### config.mk
export PLATFORM = sky130hd
export DESIGN_NAME = top_level_module
export DESIGN_NICKNAME = d
export VERILOG_FILES = /design/src/rtl/top_level_module.sv
export SDC_FILE = /design/constraint.sdc
export NUM_CORES = 2
export LEC_CHECK = 0
export BUFFER_PORTS_ARGS = -buffer_cell sky130_fd_sc_hd__buf_2
export CAP_MARGIN = 20
export CORE_MARGIN = 1.5
export CORE_UTILIZATION = 65
export CTS_BUF_LIST = sky130_fd_sc_hd__clkbuf_8
export DETAILED_ROUTE_END_ITERATION = 10
export HOLD_SLACK_MARGIN = 0.12
export PLACE_DENSITY = 0.87
export SKIP_CTS_REPAIR_TIMING = 1
export SYNTH_ARGS = -nofsm -noshare
export SYNTH_HDL_FRONTEND = slang
export SYNTH_SLANG_ARGS = --single-unit
### constraint.sdc
create_clock -name clk -period 23.2 [get_ports clk]
set_input_delay 1.16 -clock clk [delete_from_list [all_inputs] [get_ports clk]]
set_output_delay 1.16 -clock clk [all_outputs]
set_load 0.02 [all_outputs]
### src/rtl/top_level_module.sv
// 2x2 weight-stationary systolic matmul core with column accumulators and a unified buffer.
// Optional ACC_DEBUG_EN: accumulator print_contents reports its two entries.
module top_level_module_pe (
  input  logic        clk,
  input  logic        reset,
  input  logic        i_en,
  input  logic [15:0] i_a,
  input  logic [15:0] i_w,
  input  logic [31:0] i_psum,
  output logic [15:0] o_a,
  output logic [31:0] o_psum
);
  logic [15:0] r_a;
  logic [31:0] r_psum;
  logic [31:0] w_prod;

  assign w_prod = {16'd0, i_a} * {16'd0, i_w};

  always_ff @(posedge clk or posedge reset) begin
    if (reset) begin
      r_a    <= '0;
      r_psum <= '0;
    end else if (i_en) begin
      r_a    <= i_a;
      r_psum <= i_psum + w_prod;
    end
  end

  assign o_a    = r_a;
  assign o_psum = r_psum;
endmodule

module accumulator (
  input  logic        clk,
  input  logic        reset,
  input  logic        i_en0,
  input  logic        i_en1,
  input  logic [31:0] i_din,
  output logic [31:0] o_mem0,
  output logic [31:0] o_mem1
);
  logic [31:0] r_mem0;
  logic [31:0] r_mem1;

  // Add-in: entries keep summing across runs until reset.
  always_ff @(posedge clk or posedge reset) begin
    if (reset) begin
      r_mem0 <= '0;
      r_mem1 <= '0;
    end else begin
      if (i_en0) r_mem0 <= r_mem0 + i_din;
      if (i_en1) r_mem1 <= r_mem1 + i_din;
    end
  end

  assign o_mem0 = r_mem0;
  assign o_mem1 = r_mem1;

  task automatic print_contents();
`ifdef ACC_DEBUG_EN
    $display("%m: mem[0]=%0d mem[1]=%0d", r_mem0, r_mem1);
`else
`endif
  endtask
endmodule

module top_level_module (
  input  logic        clk,
  input  logic        reset,
  input  logic        load_weight,
  input  logic        valid,
  input  logic [15:0] a_in1,
  input  logic [15:0] a_in2,
  input  logic [15:0] weight1,
  input  logic [15:0] weight2,
  input  logic [15:0] weight3,
  input  logic [15:0] weight4,
  output logic [31:0] acc1_mem_0,
  output logic [31:0] acc1_mem_1,
  output logic [31:0] acc2_mem_0,
  output logic [31:0] acc2_mem_1,
  output logic [31:0] unified_mem_0,
  output logic [31:0] unified_mem_1,
  output logic [31:0] unified_mem_2,
  output logic [31:0] unified_mem_3
);
  logic [15:0] r_w1, r_w2, r_w3, r_w4;
  logic [2:0]  r_cnt;
  logic [31:0] r_uni0, r_uni1, r_uni2, r_uni3;
  logic [15:0] w_a00, w_a01, w_a10, w_a11;
  logic [31:0] w_p00, w_p01, w_p10, w_p11;
  logic        w_cap2, w_cap3, w_cap4, w_cap5;
  logic        w_unused;

  always_ff @(posedge clk or posedge reset) begin
    if (reset) begin
      r_w1 <= '0;
      r_w2 <= '0;
      r_w3 <= '0;
      r_w4 <= '0;
    end else if (load_weight) begin
      r_w1 <= weight1;
      r_w2 <= weight2;
      r_w3 <= weight3;
      r_w4 <= weight4;
    end
  end

  top_level_module_pe pe00 (
    .clk(clk), .reset(reset), .i_en(valid),
    .i_a(a_in1), .i_w(r_w1), .i_psum(32'd0),
    .o_a(w_a00), .o_psum(w_p00)
  );
  top_level_module_pe pe01 (
    .clk(clk), .reset(reset), .i_en(valid),
    .i_a(w_a00), .i_w(r_w2), .i_psum(32'd0),
    .o_a(w_a01), .o_psum(w_p01)
  );
  top_level_module_pe pe10 (
    .clk(clk), .reset(reset), .i_en(valid),
    .i_a(a_in2), .i_w(r_w3), .i_psum(w_p00),
    .o_a(w_a10), .o_psum(w_p10)
  );
  top_level_module_pe pe11 (
    .clk(clk), .reset(reset), .i_en(valid),
    .i_a(w_a10), .i_w(r_w4), .i_psum(w_p01),
    .o_a(w_a11), .o_psum(w_p11)
  );

  // Last column's activation and PE01's passthrough leave the grid unused.
  assign w_unused = ^{w_a11, w_a01};

  always_ff @(posedge clk or posedge reset) begin
    if (reset) begin
      r_cnt <= '0;
    end else if (!valid) begin
      r_cnt <= '0;
    end else if (r_cnt != 3'd6) begin
      r_cnt <= r_cnt + 3'd1;
    end
  end

  assign w_cap2 = valid && (r_cnt == 3'd2);
  assign w_cap3 = valid && (r_cnt == 3'd3);
  assign w_cap4 = valid && (r_cnt == 3'd4);
  assign w_cap5 = valid && (r_cnt == 3'd5);

  accumulator acc1 (
    .clk(clk), .reset(reset),
    .i_en0(w_cap2), .i_en1(w_cap3), .i_din(w_p10),
    .o_mem0(acc1_mem_0), .o_mem1(acc1_mem_1)
  );
  accumulator acc2 (
    .clk(clk), .reset(reset),
    .i_en0(w_cap3), .i_en1(w_cap4), .i_din(w_p11),
    .o_mem0(acc2_mem_0), .o_mem1(acc2_mem_1)
  );

  always_ff @(posedge clk or posedge reset) begin
    if (reset) begin
      r_uni0 <= '0;
      r_uni1 <= '0;
      r_uni2 <= '0;
      r_uni3 <= '0;
    end else if (w_cap5) begin
      r_uni0 <= acc1_mem_0;
      r_uni1 <= acc1_mem_1;
      r_uni2 <= acc2_mem_0;
      r_uni3 <= acc2_mem_1;
    end
  end

  assign unified_mem_0 = r_uni0;
  assign unified_mem_1 = r_uni1;
  assign unified_mem_2 = r_uni2;
  assign unified_mem_3 = r_uni3;
endmodule

==> Yosys cells after proc, flatten, opt, wreduce, memory -nomap -nowiden <==
Index checks and enable logic that the tools add are counted.
{ "word_totals": {"reg_bits": 483, "in_bits": 100, "output_inout_bits": 256, "word_cells": 42} }
{ "classes": {"add_sub_neg": 7, "n_mul": 4, "n_eq_ne": 6, "mux": 2, "n_reduce_logical": 4} }
{ "op_table": {"columns": ["op", "n"], "rows": [
  ["adder 32 bit", 6],
  ["multiplier 16 x 16 -> 32 bit", 4],
  ["equality test 3 x 2 -> 1 bit, second input constant", 2],
  ["equality test 3 bit, second input constant", 2],
  ["2-to-1 mux 3 bit", 2],
  ["logical AND 1 bit", 4],
  ["adder 3 x 1 -> 3 bit, second input constant", 1],
  ["!= test 3 bit, second input constant", 1],
  ["!= test 2 x 1 -> 1 bit, second input constant", 1]
]} }

==> Longest topological paths before layout <==
{ "depth": {"word_depth": 3, "mapped_depth": 25, "depth_no_buf": 23} }

==> By module <==
Synthesis repeated with hierarchy kept, for this count alone.
{ "hier_totals": {"hier_cells": 6578, "hier_area_um2": 64409.3} }
{ "modules_own_cells": {"columns": ["module", "n_inst", "cells_per_inst", "area_per_inst_um2", "seq_area_each_um2"], "rows": [
  ["top_level_module_pe (pe00 ...)", 2, 1230, 11320.9, 1201.2],
  ["top_level_module_pe (pe10)", 1, 1261, 11358.4, 1201.2],
  ["top_level_module_pe (pe11)", 1, 1227, 11273.3, 1201.2],
  ["accumulator", 2, 599, 5587.9, 1601.5],
  ["top_level_module", 1, 432, 7960.1, 4879.7]
]} }

==> Worst setup path before layout <==
OpenSTA, ideal clock, no wires.
{ "synth_path": {"kind": "input port to flip-flop", "from": "input a_in1[14]", "to": "register pe00.r_psum[31] (netlist: pe00.o_psum[31])", "t_arrival_ps": 6668, "required_time_ps": 23071, "path_slack_ps": 16404, "stages": 21, "n_path_buf": 1, "cell_sequence": "clkbuf_1 nand2_1 fa_1 fa_1 inv_1 fa_1 fa_1 fa_1 inv_1 fa_1 inv_1 ha_1 a21oi_1 nor2b_1 o21ai_0 nand2b_1 and4b_1 o41ai_1 a32oi_1 nor4b_1 a2111o_1"} }
{ "synth_via": {"elab_chain_len": 1} }
{ "synth_rtl": {"columns": ["element", "line_no", "rtl"], "rows": [
  ["start, declared", "72", "input logic [15:0] a_in1,"],
  ["multiplier 16 x 16 -> 32 bit", "17", "assign w_prod = {16'd0, i_a} * {16'd0, i_w};"],
  ["end signal, assigned", "25", "r_psum <= i_psum + w_prod;"],
  ["end, declared", "14", "logic [31:0] r_psum;"]
]} }
No other way between the ends.
A chain may end at the register's enable or synchronous reset.

==> Worst setup path after layout <==
{ "layout_path": {"from": "register pe10.r_a[6] (netlist: pe10.o_a[6])", "to": "register pe11.r_psum[29] (netlist: pe11.o_psum[29])"} }
{ "layout_via": {"elab_chain_len": 2} }
{ "layout_rtl": {"columns": ["element", "line_no", "rtl"], "rows": [
  ["start, declared", "13", "logic [15:0] r_a;"],
  ["start signal, assigned", "24", "r_a <= i_a;"],
  ["multiplier 16 x 16 -> 32 bit", "17", null],
  ["adder 32 bit", "25", null],
  ["end signal, assigned", "25", null],
  ["end, declared", "14", null]
]} }
No other way between the ends.

==> summary.md <==
| Metric | Value |
|---|---|
| Vias/cell | 5.85 |
| Final setup violation count | 0 |
| RSZ-0062 raised after global routing | false |
| Clock buffer depth | 3 |
| Global-route wire length before repair | 245000 microns |
| Met3 GRT Util | 0.0603 |
| Reg2reg end | pe11.o_psum[29]$_DFFE_PP0P_ |
| Clk root buf | clkbuf_8 |
| Crit Path Class | flop to flop |
| # DRC | 0 |
| CTS Buf Count | 86 |
| Critical path required time | ~24 ns |
| Post-DRT Antenna Nets | 0 |
| Most frequent cells in the layout | inv_1 (1160), fa_1 (842), nand2_1 (835) |
| Total grt overflow | 0 |
| Initial core utilization | 0.657 |
| Share of cells above drive strength 1 | 0.125 |
| Top Ports | 356 |
| Pre-antenna DRT Iters | 6 |
| Full die area | 93000 sq um |
| Synthesized instance count | 6257 |
| Gr busiest metal | met2 |
| Final worst slack | 16.13 ns |
| Crit end category | flop |
| Vias in the first global route | between 40000 and 50000 |
| Met2 usage in global routing | 0.551 |
| Port-buffer cells | 355 |
| Hold endpoint | unified_mem_2[1]$_DFFE_PP0P_ |
| Dpl ws | 15.84 ns |
| Via count | 45200 |
| Hold Startpoint | unified_mem_2[1]$_DFFE_PP0P_ |
| Fmax | 0.142 GHz |
| Post-Syn Area | 59200 sq um |
| P&R area growth vs syn | 7.44% |
| Syn Nets | 7734 |
| Register clock-pin slew on the reported worst setup and hold paths | 0.06 ns |
| Avg Inst Size Synth | 9.47 sq um |
| Largest net degree at the start of global routing | 126 |
| Cells after DPL | 7576 |
| Worst Hold Depth | 2 |
| Hold Vio Cnt, Final | 0 |
| Relative slew slack | 0.310 |
| GRT Util Overall | 0.330 |
| CORE AREA | approximately 90000 sq um |
| CP Launch Type | flop |
| Status | complete, no violations |
| M1 GR Usage | 0.436 |
| Finished Layout Cells | 7729 |
| Reg2Reg Launch Point | pe10.o_a[6]$_DFFE_PP0P_ |
| R2R setup slack | 16.13 ns |
| Ys async rst share | 1.00 |
| Post-synthesis sequential area ratio | 0.204 |
| H-tree depth | 3 |
| Setup TNS | 0 ns |
| Initial antenna violation count | 4 |
| CP max FO | 17 |
| Yosys warns | 0 |
| Fin crit period | between 7 and 8 ns |
| DRT Wirelength | 150000 microns |
| Seq cells post-synth | 483 |
| CTS sink cnt | about 480 |
| Top_reg_cell synth | dfrtp_1 |
| RD Place Congestion | 0.947 |
| R2R depth | 22 |
| Clock Latency Late Sink | between 0.7 and 0.8 ns |
| EDFF count, synth | 0 |
| Die Wd | 305 microns |
| Detailed router's first-iteration violation count | 3547 |
| Max Cap Viol | 0 |
| Fin util | 0.706 |
| Hold/Removal Path Class | flop to flop |
| Clock skew | about 0.037 ns |
| Die Y | a little over 300 microns |
| CTS tree | built |
| Placed wire-length estimate | 116000 microns |
| Final nets | 7969 |
| Routed length per instance | 19.5 microns |
| Pins Over Slew Limit | 0 |
| Arrival time worst endpoint | 7.68 ns |
| Worst Max-Slew Pin Slew | 1.01 ns |
| Standard-cell row count | 110 |
| Synth unique cells | 80 |
| Commonest non-fill, non-tap cell in the layout | inv_1 |
| Final period util | 0.305 |
[final cells by class]
type	instances	area, sq um
Multi-Input combinational cell	4397	42000
Fill cell	6498	26500
Sequential cell	483	12100
Inverter	1148	4320
Timing Repair Buffer	376	2000
Tap cell	1176	1470
Clock buffer	104	1430
Clock inverter	42	335
Antenna cell	3	7.51
[routing by layer]
metal	vias to the layer above	wire [microns]
met4	4	5160
met3	392	12900
li1	20300	-
met2	2079	71800
met5	-	30
met1	22500	60500
[worst max-delay path by stage]
stage | startpoint | end | slack, ns | depth (start not counted)
after floorplan | reset | acc1.o_mem0[0]$_DFFE_PP0P_ | 8.56 | 1
after global placement | a_in1[14] | pe00.o_psum[31]$_DFFE_PP0P_ | 15.89 | 21
after detailed placement | a_in1[10] | pe00.o_psum[31]$_DFFE_PP0P_ | 15.84 | 20
after CTS | pe10.o_a[6]$_DFFE_PP0P_ | pe11.o_psum[29]$_DFFE_PP0P_ | 16.19 | 22
after global routing | pe00.o_a[11]$_DFFE_PP0P_ | pe01.o_psum[30]$_DFFE_PP0P_ | 15.90 | 20
final | pe10.o_a[6]$_DFFE_PP0P_ | pe11.o_psum[29]$_DFFE_PP0P_ | 16.13 | 22
[cell families after synthesis]
kind of cell | Yosys count | synth area share
xor+xnor | 194 | 0.0287
buf+inv | 1377 | 0.0874
fa+ha+maj | 1377 | 0.398
simple gates | 1702 | 0.138
flops | 483 | 0.204
mux | 300 | 0.0567
compound gates | 824 | 0.0874
[sequential cells by signal, summed over array words and instances (netlist names)]
| signal | flops |
|---|---|
| pe00.o_psum | 32 |
| acc2.o_mem0 | 32 |
| r_w2 | 16 |
| unified_mem_0 | 32 |
| unified_mem_1 | 32 |
| unified_mem_2 | 32 |
| r_w1 | 16 |
| pe01.o_psum | 32 |
| r_w4 | 16 |
| acc1.o_mem1 | 32 |
| r_cnt | 3 |
| pe10.o_a | 16 |
| unified_mem_3 | 32 |
| r_w3 | 16 |
| pe11.o_psum | 32 |
| acc1.o_mem0 | 32 |
| acc2.o_mem1 | 32 |
| pe00.o_a | 16 |
| pe10.o_psum | 32 |
[critical path, stage by stage (launching register included)]
cell	delay, ns
dfrtp_1	0.87
nand2_1	0.16
fa_1	0.54
inv_1	0.05
fa_1	0.49
inv_1	0.05
fa_1	0.54
inv_1	0.05
fa_1	0.45
fa_1	0.52
inv_1	0.06
fa_1	0.49
inv_1	0.05
ha_1	0.35
and3_1	0.20
o211ai_1	0.10
a21oi_1	0.22
o211ai_1	0.20
o21ai_0	0.43
o221ai_1	0.21
a21boi_0	0.29
mux2_2	0.37
a221o_1	0.25
[metrics by stage]
stage / hold slack (ns) / area (sq um)
after global routing: 0.507 / 63600
after CTS: 0.480 / 63600
after floorplan: 0.448 / 59200
after detailed placement: 0.475 / 61800
final: 0.479 / 63700
after global placement: 0.463 / 61800
[cell usage after synthesis, drive strengths merged (6+ instances only)]
library cell / n / area (sq um)
a2111oi: 9 / 98.9
a211o: 10 / 87.6
a211oi: 30 / 225
a21boi: 8 / 60.1
a21o: 102 / 766
a21oi: 225 / 1130
a31o: 7 / 61.3
a31oi: 26 / 163
and2: 501 / 3130
and3: 22 / 138
buf: 23 / 97.6
clkbuf: 206 / 773
dfrtp: 483 / 12100
fa: 842 / 16900
ha: 535 / 6690
inv: 1148 / 4310
mux2: 284 / 3200
mux2i: 16 / 160
nand2: 836 / 3140
nand2b: 24 / 150
nand3: 47 / 235
nand4: 24 / 150
nor2: 137 / 514
nor2b: 25 / 164
nor3: 30 / 150
nor3b: 7 / 52.6
nor4: 8 / 65.1
o211ai: 20 / 150
o21a: 19 / 143
o21ai: 239 / 1200
o21bai: 30 / 225
o221ai: 6 / 52.6
o22ai: 6 / 37.5
o311ai: 6 / 52.6
o31a: 8 / 70.1
o31ai: 20 / 150
o41ai: 8 / 70.1
or2: 9 / 56.3
or3: 11 / 68.8
xnor2: 127 / 1110
xor2: 67 / 587
Power is left out: the tool's default activity adds up to more than one toggle a clock period on the data nets, which glitch-free logic cannot reach.
